==> config.mk <==
export PLATFORM = sky130hd
export DESIGN_NAME = hex_scroll_display
export DESIGN_NICKNAME = d
export VERILOG_FILES = /design/src/rtl/hex_scroll_display.sv
export SDC_FILE = /design/constraint.sdc
export NUM_CORES = 1
export LEC_CHECK = 0
export ABC_AREA = 1
export BUFFER_PORTS_ARGS = -buffer_cell sky130_fd_sc_hd__buf_2
export CORE_AREA = 2 2 140 128
export CTS_BUF_LIST = sky130_fd_sc_hd__clkbuf_4
export CTS_CLUSTER_DIAMETER = 40
export CTS_CLUSTER_SIZE = 30
export DETAILED_ROUTE_END_ITERATION = 10
export DIE_AREA = 0 0 142 130
export MAX_ROUTING_LAYER = met4
export PLACE_DENSITY = 0.76
export SLEW_MARGIN = 10
export SYNTH_ARGS = -nofsm -noshare
export SYNTH_HDL_FRONTEND = slang
export SYNTH_SLANG_ARGS = --single-unit
export TNS_END_PERCENT = 10
==> constraint.sdc <==
create_clock -name clock -period 4 [get_ports clock]
set_clock_uncertainty 0.2 [all_clocks]
set_input_delay 0.8 -clock clock [delete_from_list [all_inputs] [get_ports clock]]
set_output_delay 0.8 -clock clock [all_outputs]
set_load 0.02 [all_outputs]
==> src/rtl/hex_scroll_display.sv <==
// Scrolls a four-digit window of a loaded 32-bit word across HEX3..HEX0,
// with an adjustable, saturating scroll period and pause/resume.
module hex_scroll_display #(
    parameter int PERIOD_W       = 28,
    parameter int DEFAULT_PERIOD = 25_000_000,
    parameter int STEP           = 2_500_000,
    parameter int MIN_PERIOD     = 2_500_000,
    parameter int MAX_PERIOD     = 100_000_000
) (
    input  logic                clock,
    input  logic                resetn,
    input  logic [31:0]         data_in,
    input  logic                load,
    input  logic                speedup,
    input  logic                speeddown,
    input  logic                pause,
    output logic [6:0]          HEX3,
    output logic [6:0]          HEX2,
    output logic [6:0]          HEX1,
    output logic [6:0]          HEX0,
    output logic [PERIOD_W-1:0] period,
    output logic [2:0]          pos,
    output logic                running,
    output logic                wrap
);

    // state   | meaning
    // S_IDLE  | no word loaded yet, display blank
    // S_RUN   | counter advances, pos steps every period cycles
    // S_PAUSE | counter and pos frozen, display still shows the window
    typedef enum logic [1:0] {S_IDLE, S_RUN, S_PAUSE} state_t;

    localparam logic [PERIOD_W-1:0] P_DEF  = PERIOD_W'(DEFAULT_PERIOD);
    localparam logic [PERIOD_W-1:0] P_STEP = PERIOD_W'(STEP);
    localparam logic [PERIOD_W-1:0] P_MIN  = PERIOD_W'(MIN_PERIOD);
    localparam logic [PERIOD_W-1:0] P_MAX  = PERIOD_W'(MAX_PERIOD);
    localparam logic [PERIOD_W-1:0] LO_SAT = PERIOD_W'(MIN_PERIOD + STEP);
    localparam logic [PERIOD_W-1:0] HI_SAT = PERIOD_W'(MAX_PERIOD - STEP);

    state_t              state, state_nx;
    logic [31:0]         word;
    logic [PERIOD_W-1:0] counter;
    logic                up_q, dn_q;
    logic                up_rise, dn_rise;
    logic                count_en, tick;
    logic [2:0]          i3, i2, i1, i0;

    function automatic logic [6:0] seg7(input logic [3:0] n);
        case (n)
            4'h0: seg7 = 7'h40;
            4'h1: seg7 = 7'h79;
            4'h2: seg7 = 7'h24;
            4'h3: seg7 = 7'h30;
            4'h4: seg7 = 7'h19;
            4'h5: seg7 = 7'h12;
            4'h6: seg7 = 7'h02;
            4'h7: seg7 = 7'h78;
            4'h8: seg7 = 7'h00;
            4'h9: seg7 = 7'h10;
            4'hA: seg7 = 7'h08;
            4'hB: seg7 = 7'h03;
            4'hC: seg7 = 7'h46;
            4'hD: seg7 = 7'h21;
            4'hE: seg7 = 7'h06;
            default: seg7 = 7'h0E;
        endcase
    endfunction

    always_ff @(posedge clock) begin
        if (resetn) state <= S_IDLE;
        else        state <= state_nx;
    end

    // Counting is gated by the live pause level so a pause freezes the
    // counter on the very edge it is first sampled.
    always_comb begin
        state_nx = state;
        count_en = (state == S_RUN) && !pause;
        tick     = count_en && (counter >= period - PERIOD_W'(1));
        up_rise  = speedup & ~up_q;
        dn_rise  = speeddown & ~dn_q;
        case (state)
            S_IDLE:  if (load)   state_nx = pause ? S_PAUSE : S_RUN;
            S_RUN:   if (pause)  state_nx = S_PAUSE;
            S_PAUSE: if (!pause) state_nx = S_RUN;
            default: state_nx = S_IDLE;
        endcase
    end

    always_ff @(posedge clock) begin
        if (resetn) begin
            word    <= '0;
            pos     <= '0;
            counter <= '0;
            wrap    <= 1'b0;
            period  <= P_DEF;
            up_q    <= 1'b0;
            dn_q    <= 1'b0;
        end else begin
            up_q <= speedup;
            dn_q <= speeddown;
            wrap <= 1'b0;
            if (load) begin
                word    <= data_in;
                pos     <= '0;
                counter <= '0;
            end else if (tick) begin
                counter <= '0;
                pos     <= pos + 3'd1;
                wrap    <= (pos == 3'd7);
            end else if (count_en) begin
                counter <= counter + PERIOD_W'(1);
            end
            // Simultaneous up/down edges cancel; period changes never touch the counter.
            if (up_rise && !dn_rise)
                period <= (period <= LO_SAT) ? P_MIN : period - P_STEP;
            else if (dn_rise && !up_rise)
                period <= (period >= HI_SAT) ? P_MAX : period + P_STEP;
        end
    end

    assign i3 = 3'd7 - pos;
    assign i2 = 3'd6 - pos;
    assign i1 = 3'd5 - pos;
    assign i0 = 3'd4 - pos;

    always_ff @(posedge clock) begin
        if (resetn || state == S_IDLE) begin
            HEX3 <= 7'h7F;
            HEX2 <= 7'h7F;
            HEX1 <= 7'h7F;
            HEX0 <= 7'h7F;
        end else begin
            HEX3 <= seg7(word[{i3, 2'b00} +: 4]);
            HEX2 <= seg7(word[{i2, 2'b00} +: 4]);
            HEX1 <= seg7(word[{i1, 2'b00} +: 4]);
            HEX0 <= seg7(word[{i0, 2'b00} +: 4]);
        end
    end

    assign running = (state == S_RUN);

endmodule

==> results of run 1 <==
[per-stage QoR]
stage / hold slack (ns) / util [%] / instances / power, mW / area [um^2]
floorplan: 0.2353 / - / 1452 / 2.198 / 9081
global placement: 0.2541 / 56.25 / 1726 / 2.529 / 9679
detailed placement: 0.2618 / 56.25 / 1726 / 2.543 / 9679
CTS: 0.1585 / 58.05 / 1758 / 3.519 / 9990
global route: 0.1717 / 58.14 / 1759 / 3.722 / 10010
finish: 0.2092 / 58.14 / 1759 / 3.528 / 10010
[synth_stat cells (4+ instances only)]
master / n / area (um^2)
buf_2: 24 / 120.1
a21oi_1: 73 / 365.4
or2_2: 4 / 25.02
nor2_2: 10 / 62.56
nor4_1: 6 / 37.54
xor2_1: 42 / 367.9
o21ai_0: 57 / 285.3
buf_4: 10 / 75.07
nand4_1: 19 / 118.9
ha_1: 56 / 700.7
xnor2_1: 9 / 78.83
o211ai_1: 12 / 90.09
inv_1: 119 / 446.7
buf_6: 4 / 45.04
o22ai_1: 4 / 25.02
dfxtp_1: 119 / 2382
nor2_1: 139 / 521.8
o21ai_1: 48 / 240.2
nand2_1: 429 / 1610
clkbuf_1: 18 / 67.56
nand3_1: 146 / 730.7
nor3_1: 18 / 90.09
inv_2: 32 / 120.1
nor2_4: 8 / 90.09
[worst register-to-register path: stages, from the launching register on]
cell,delay (ns)
dfxtp_1,0.47
nor2_4,0.23
nand3_2,0.13
inv_2,0.09
nand2_1,0.06
nor2_2,0.16
nand4_2,0.13
nor2_1,0.19
nand3_1,0.11
xor2_1,0.16
ha_1,0.31
nand2_1,0.07
nor2_1,0.14
nand4_1,0.12
nor2_1,0.11
nand2_1,0.08
nand3_1,0.21
nand2_1,0.25
nand2_8,0.24
nor3_1,0.08
[registers in the layout, summed over array words and instances, names as in the netlist, 2 cells and up]
| name | count |
|---|---|
| period | 23 |
| pos | 3 |
| HEX3 | 7 |
| HEX1 | 7 |
| HEX2 | 7 |
| word | 32 |
| state | 2 |
| HEX0 | 7 |
| counter | 28 |
[layout make-up]
type	count	area share (%)
tap	216	2.701
inverter	155	5.865
clock inverter	14	1.751
timing repair buffer	116	6.377
clock buffer	18	1.351
sequential	119	23.82
multi-input combinational	1120	58.11
antenna	1	0.02501
[layer usage]
layer / global-route usage (%) / vias to the layer above / part of all wire (%) / wire length (um)
met1: 42.80 / 4364 / 46 / 12420
met5: - / - / 0 / 0
met2: 42.63 / 481 / 42 / 11320
met3: 6.459 / 51 / 10 / 2821
met4: 9.412 / 0 / 2.3 / 626
li1: - / 4852 / - / -
[worst min-delay path by stage]
stage,to,cells past startpoint,from
after floorplan,word[21],2,word[21]
after global routing,state[0],2,pause
final,state[0],2,pause
after detailed placement,word[11],2,word[11]
after global placement,word[24],2,word[24]
after CTS,state[0],2,pause
[logic make-up after synthesis]
family | after synthesis | synth area share [%]
fa+ha+maj | 56 | 7.728
xor+xnor | 52 | 5.106
other cells | 1 | 0.04136
buf+inv | 213 | 9.950
simple gates | 797 | 38.31
flops | 119 | 26.28
compound gates | 210 | 12.59
[repair_timing]
item                       4_1_cts  5_1_grt
setup endpoints to repair        0       28
hold endpoints to repair         0        0
gates resized for setup          0        2
[where the power goes]
group	internal [mW]	switching [mW]	leakage [nW]	total [mW]
Combinational	0.374	0.825	3.46	1.20
Clock	0.445	0.531	0.161	0.976
Sequential	1.26	0.0882	0.978	1.35
Total	2.08	1.44	4.60	3.53
==> summary.md, run 1 <==
| Metric | Value |
|---|---|
| Crit Path Class | reg -> reg |
| Die area | 0.01846 mm^2 |
| Setup Viol. Count Final | 0 |
| Area grow syn2layout | 10.36% |
| Initial antenna violation count | 1 |
| RR Endpoint | counter[20] |
| Slew headroom | 38.59% |
| Synth Flop Type | dfxtp_1 |
| Clock buffer depth | 2 |
| First DRT Iteration DRCs | 974 |
| Crit Path Max Fanout | 28 |
| Setup TNS | 0 ns |
| CTS tree | done |
| Max stage delay cell, worst path | dfxtp_1 |
| RSZ-0062 raised after global routing | false |
| First-pass GRT wire length | ~42000 um |
| Post-Syn Area | approximately 0.0091 mm^2 |
| Hold Crit Class | in -> reg |
| Die width | ~140 um |
| Buffers and inverters on the worst path | 1 |
| Fin. max-slew vios | 0 |
| Layout cells sized above 1 | 14.59% |
| WP data required | approximately 4.3 ns |
| Share of the yosys chip area belonging to registers | 26.28% |
| Final period util | around nine tenths |
| Worst setup slack after layout | ~0.36 ns |
| Initial core utilization | 52.68% |
| Library cells used by synthesis | 52 |
| Number of max-cap violations | 0 |
| Tot GR Track Use | 30.14% |
| Commonest non-fill, non-tap cell in the layout | nand2_1 |
| End of the critical path | counter[20] |
| CP startpoint kind | register |
| Placer Congestion | ~1.1 |
| CTS Sinks | 119 |
| Nets | 1623 |
| Reg-to-reg startpoint | period[8] |
| Synth warn | 0 |
| Rows | 46 |
| WL/cell | 15.46 um |
| #FFs+latches synth | 119 |
| Vias in the first global route | 8218 |
| Status | finished, final reports clean |
| Die Ht | 130 um |
| Largest net degree at the start of global routing | 66 |
| Number of buffers created by CTS | 17 |
| DRC viols | 0 |
| Routed vias/inst | 5.542 |
| Reg clk slew, reported paths | 0.12 ns |
| Crit-path max cell delay | 0.47 ns |
| Reg2reg path depth | 19 |
| Leak pwr | 4.597 nW |
| GRT overflow | 0 |
| Pwr dens | ~350 mW/mm^2 |
| Detailed Place HPWL | between 20000 and 25000 um |
| Setup Buffers After CTS | 0 |
| # H-tree levels | 4 |
| Final hold violations | 0 |
| Peak supply drop | roughly 0.23 mV |
| Crit path top cell by count | nand2_1 |
| CP top delay family | simple AND/OR/NAND/NOR gates |
| Worst endpoint data arrival time | a little under 4 ns |
| Worst Setup SP | period[8] |
| Routed WL | 27190 um |
| Worst slack, placed | 0.2558 ns |
| Port Buffers | 93 |
| Critical path depth in cells | 19 |
| DR vias | ~9700 |
| Detail Route Antenna Nets | 0 |
| Clock Latency Late Sink | 0.57 ns |
| Reg area | 0.002384 mm^2 |
| Worst-path cell chain | nor2_4 -> nand3_2 -> inv_2 -> nand2_1 -> nor2_2 -> nand4_2 -> nor2_1 -> nand3_1 -> xor2_1 -> ha_1 -> nand2_1 -> nor2_1 -> nand4_1 -> nor2_1 -> nand2_1 -> nand3_1 -> nand2_1 -> nand2_8 -> nor3_1 |
| Syn Area/Cell | roughly 6.3 um^2 |
| Most frequent cells in the layout | 429 x nand2_1, 146 x nand3_1, 139 x nor2_1 |
| CP endpoint kind | register |
| DR pass1 iterations | 6 |
| Root Driver | clkbuf_4 |
| Number of enable flip-flop cells after synthesis | 0 |
| Async set-reset flop share out of synthesis | 0% |
| Fillers | ~1700 |
| Slew @ Worst Pin | 0.9178 ns |
| F_max | between 0.2 and 0.3 GHz |
| Hold_buf cts | 0 |
| R2R Setup Slk | 0.36 ns |
| Core ar. | 0.01721 mm^2 |
| Multi-input gate area | 0.005814 mm^2 |
| Ports | 99 |
| Syn Inst Count | between 1000 and 1500 |
| Period minus WS final | 3.640 ns |
Power figures use the tool's default switching activity.
==> run 2: changes to the inputs <==
--- a/config.mk
+++ b/config.mk
@@ -6,15 +6,15 @@
 export NUM_CORES = 1
 export LEC_CHECK = 0
 export ABC_AREA = 1
-export BUFFER_PORTS_ARGS = -buffer_cell sky130_fd_sc_hd__buf_2
-export CORE_AREA = 2 2 140 128
+export CORE_AREA = 2 2 145 133
 export CTS_BUF_LIST = sky130_fd_sc_hd__clkbuf_4
 export CTS_CLUSTER_DIAMETER = 40
 export CTS_CLUSTER_SIZE = 30
 export DETAILED_ROUTE_END_ITERATION = 10
-export DIE_AREA = 0 0 142 130
+export DIE_AREA = 0 0 147 135
+export DONT_BUFFER_PORTS = 1
 export MAX_ROUTING_LAYER = met4
-export PLACE_DENSITY = 0.76
+export PLACE_DENSITY = 0.66
 export SLEW_MARGIN = 10
 export SYNTH_ARGS = -nofsm -noshare
 export SYNTH_HDL_FRONTEND = slang
==> summary.md, run 2 (synthesized netlist as in run 1, its figures left out) <==
| Metric | Value |
|---|---|
| Vias in the first global route | 8193 |
| Largest Register | word |
| First DRT Iteration DRCs | 923 |
| Detail Route Antenna Nets | 0 |
| Most frequent cells in the layout | 429 x nand2_1, 146 x nand3_1, 139 x nor2_1 |
| Worst endpoint data arrival time | 3.81 ns |
| Total Power | 3.627 mW |
| Ports | 99 |
| Detailed Place HPWL | about 21000 um |
| WP data required | 4.29 ns |
| Core ar. | 0.01823 mm^2 |
| CP endpoint kind | register |
| Crit Path Class | reg -> reg |
| Root Driver | clkbuf_4 |
| Routed vias/inst | ~5.4 |
| HP Start | pause |
| Pwr dens | 374.2 mW/mm^2 |
| Worst slack, placed | 0.2713 ns |
| R2R Setup Slk | 0.47 ns |
| Leak pwr | approximately 4.3 nW |
| Setup Buffers After CTS | 0 |
| Reg2reg path depth | 18 |
| Fin cells | about 1700 |
| GRT overflow | 0 |
| RR Endpoint | counter[20] |
| Hold path cells | 1 |
| CTS tree | done |
| Nets | 1539 |
| Area grow syn2layout | 6.914% |
| Initial antenna violation count | 1 |
| Reg-to-reg startpoint | period[6] |
| Peak supply drop | 0.2285 mV |
| Status | finished, final reports clean |
| Final period util | between 80% and 90% |
| Final hold violations | 0 |
| Number of max-cap violations | 0 |
| DR vias | ~9200 |
| Port Buffers | 0 |
| WL/cell | 15.99 um |
| Tot GR Track Use | 28.71% |
| Hold Worst Slack | 0.08932 ns |
| Initial core utilization | 49.73% |
| Routed WL | 27260 um |
| Placed cells | 1671 |
| Rows | 47 |
| Period minus WS final | 3.527 ns |
| DR pass1 iterations | 8 |
| Hold Crit Class | in -> reg |
| Commonest non-fill, non-tap cell in the layout | nand2_1 |
| Slew @ Worst Pin | between 0.8 and 0.9 ns |
| Hold Path Sink | state[0] |
| Max FFs per register | 32 |
| CP startpoint kind | register |
| Worst setup slack after layout | 0.4733 ns |
| Die Ht | 135 um |
| Largest net degree at the start of global routing | 42 |
| Reg area | approximately 0.0024 mm^2 |
| Setup TNS | 0 ns |
| First-pass GRT wire length | 43600 um |
| CTS Sinks | 119 |
| F_max | 0.2836 GHz |
| DRC viols | 0 |
| Slew headroom | between 40% and 50% |
| # H-tree levels | 4 |
| RSZ-0062 raised after global routing | false |
| Number of buffers created by CTS | 17 |
| Fillers | 1883 |
| Setup Viol. Count Final | 0 |
| Layout cells sized above 1 | around a tenth |
| Reg clk slew, reported paths | 0.13 ns |
| Fin. max-slew vios | 0 |
| Biggest regs | word x32, counter x28, period x23 |
| Placer Congestion | 0.9774 |
| Multi-input gate area | 0.005806 mm^2 |
| Clock Latency Late Sink | 0.58 ns |
| Die width | 147 um |
| Crit Path Max Fanout | 28 |
| Clock buffer depth | 2 |
| Die area | 0.01985 mm^2 |
==> run 2: cell type report <==
| class | count | share of cell area (%) |
|---|---|---|
| Tap cell | 245 | 3.163 |
| Inverter | 155 | 6.054 |
| Sequential cell | 119 | 24.60 |
| Multi-Input combinational cell | 1120 | 59.89 |
| Antenna cell | 2 | 0.05163 |
| Clock inverter | 15 | 2.440 |
| Clock buffer | 17 | 1.317 |
| Timing Repair Buffer | 32 | 2.478 |
==> run 2: critical path, cell delays in order, from the launching register on <==
cell,delay [ns]
dfxtp_2,0.43
inv_2,0.11
ha_1,0.27
nand2_1,0.10
nor2_2,0.16
nand4_2,0.13
nor2_1,0.18
nand3_1,0.11
xor2_1,0.18
ha_1,0.30
nand2_1,0.07
inv_1,0.04
nor2_1,0.08
o21ai_0,0.08
a21oi_1,0.13
nand3_1,0.19
nand2_1,0.23
nand2_4,0.23
nor3_1,0.22
==> run 2: how the worst max path moves through the flow <==
stage,from,end,slack (ns),cells past startpoint
2_1_floorplan,period[7],counter[15],0.79,21
3_3_place_gp,period[6],counter[15],0.41,18
3_5_place_dp,period[6],counter[19],0.27,18
4_1_cts,period[6],counter[16],0.23,18
5_1_grt,period[6],counter[20],0.03,18
6_report,period[6],counter[20],0.47,18
==> run 2: per-layer routing <==
layer	vias to the layer above	track usage, %	share of wire, %
met2	359	39.78	40
met5	-	-	0
met4	0	9.402	2.1
li1	4690	-	-
met3	49	5.743	8.7
met1	4145	41.56	49
==> run 2: repair_timing <==
item,CTS,global route
resized for setup,0,2
endpoints found under the setup margin,0,28
hold buffers,0,0
==> run 2: through the flow <==
stage	instance area [um^2]	util [%]
after floorplan	9081	-
after global placement	9318	51.11
after detailed placement	9318	51.11
after CTS	9682	53.11
after global routing	9693	53.17
final	9693	53.17
==> run 2: report_power, final <==
part | total [mW] | internal [mW] | switching, mW
Combinational | 1.12 | 0.339 | 0.778
Sequential | 1.38 | 1.27 | 0.113
Clock | 1.13 | 0.573 | 0.558
Total | 3.63 | 2.18 | 1.45
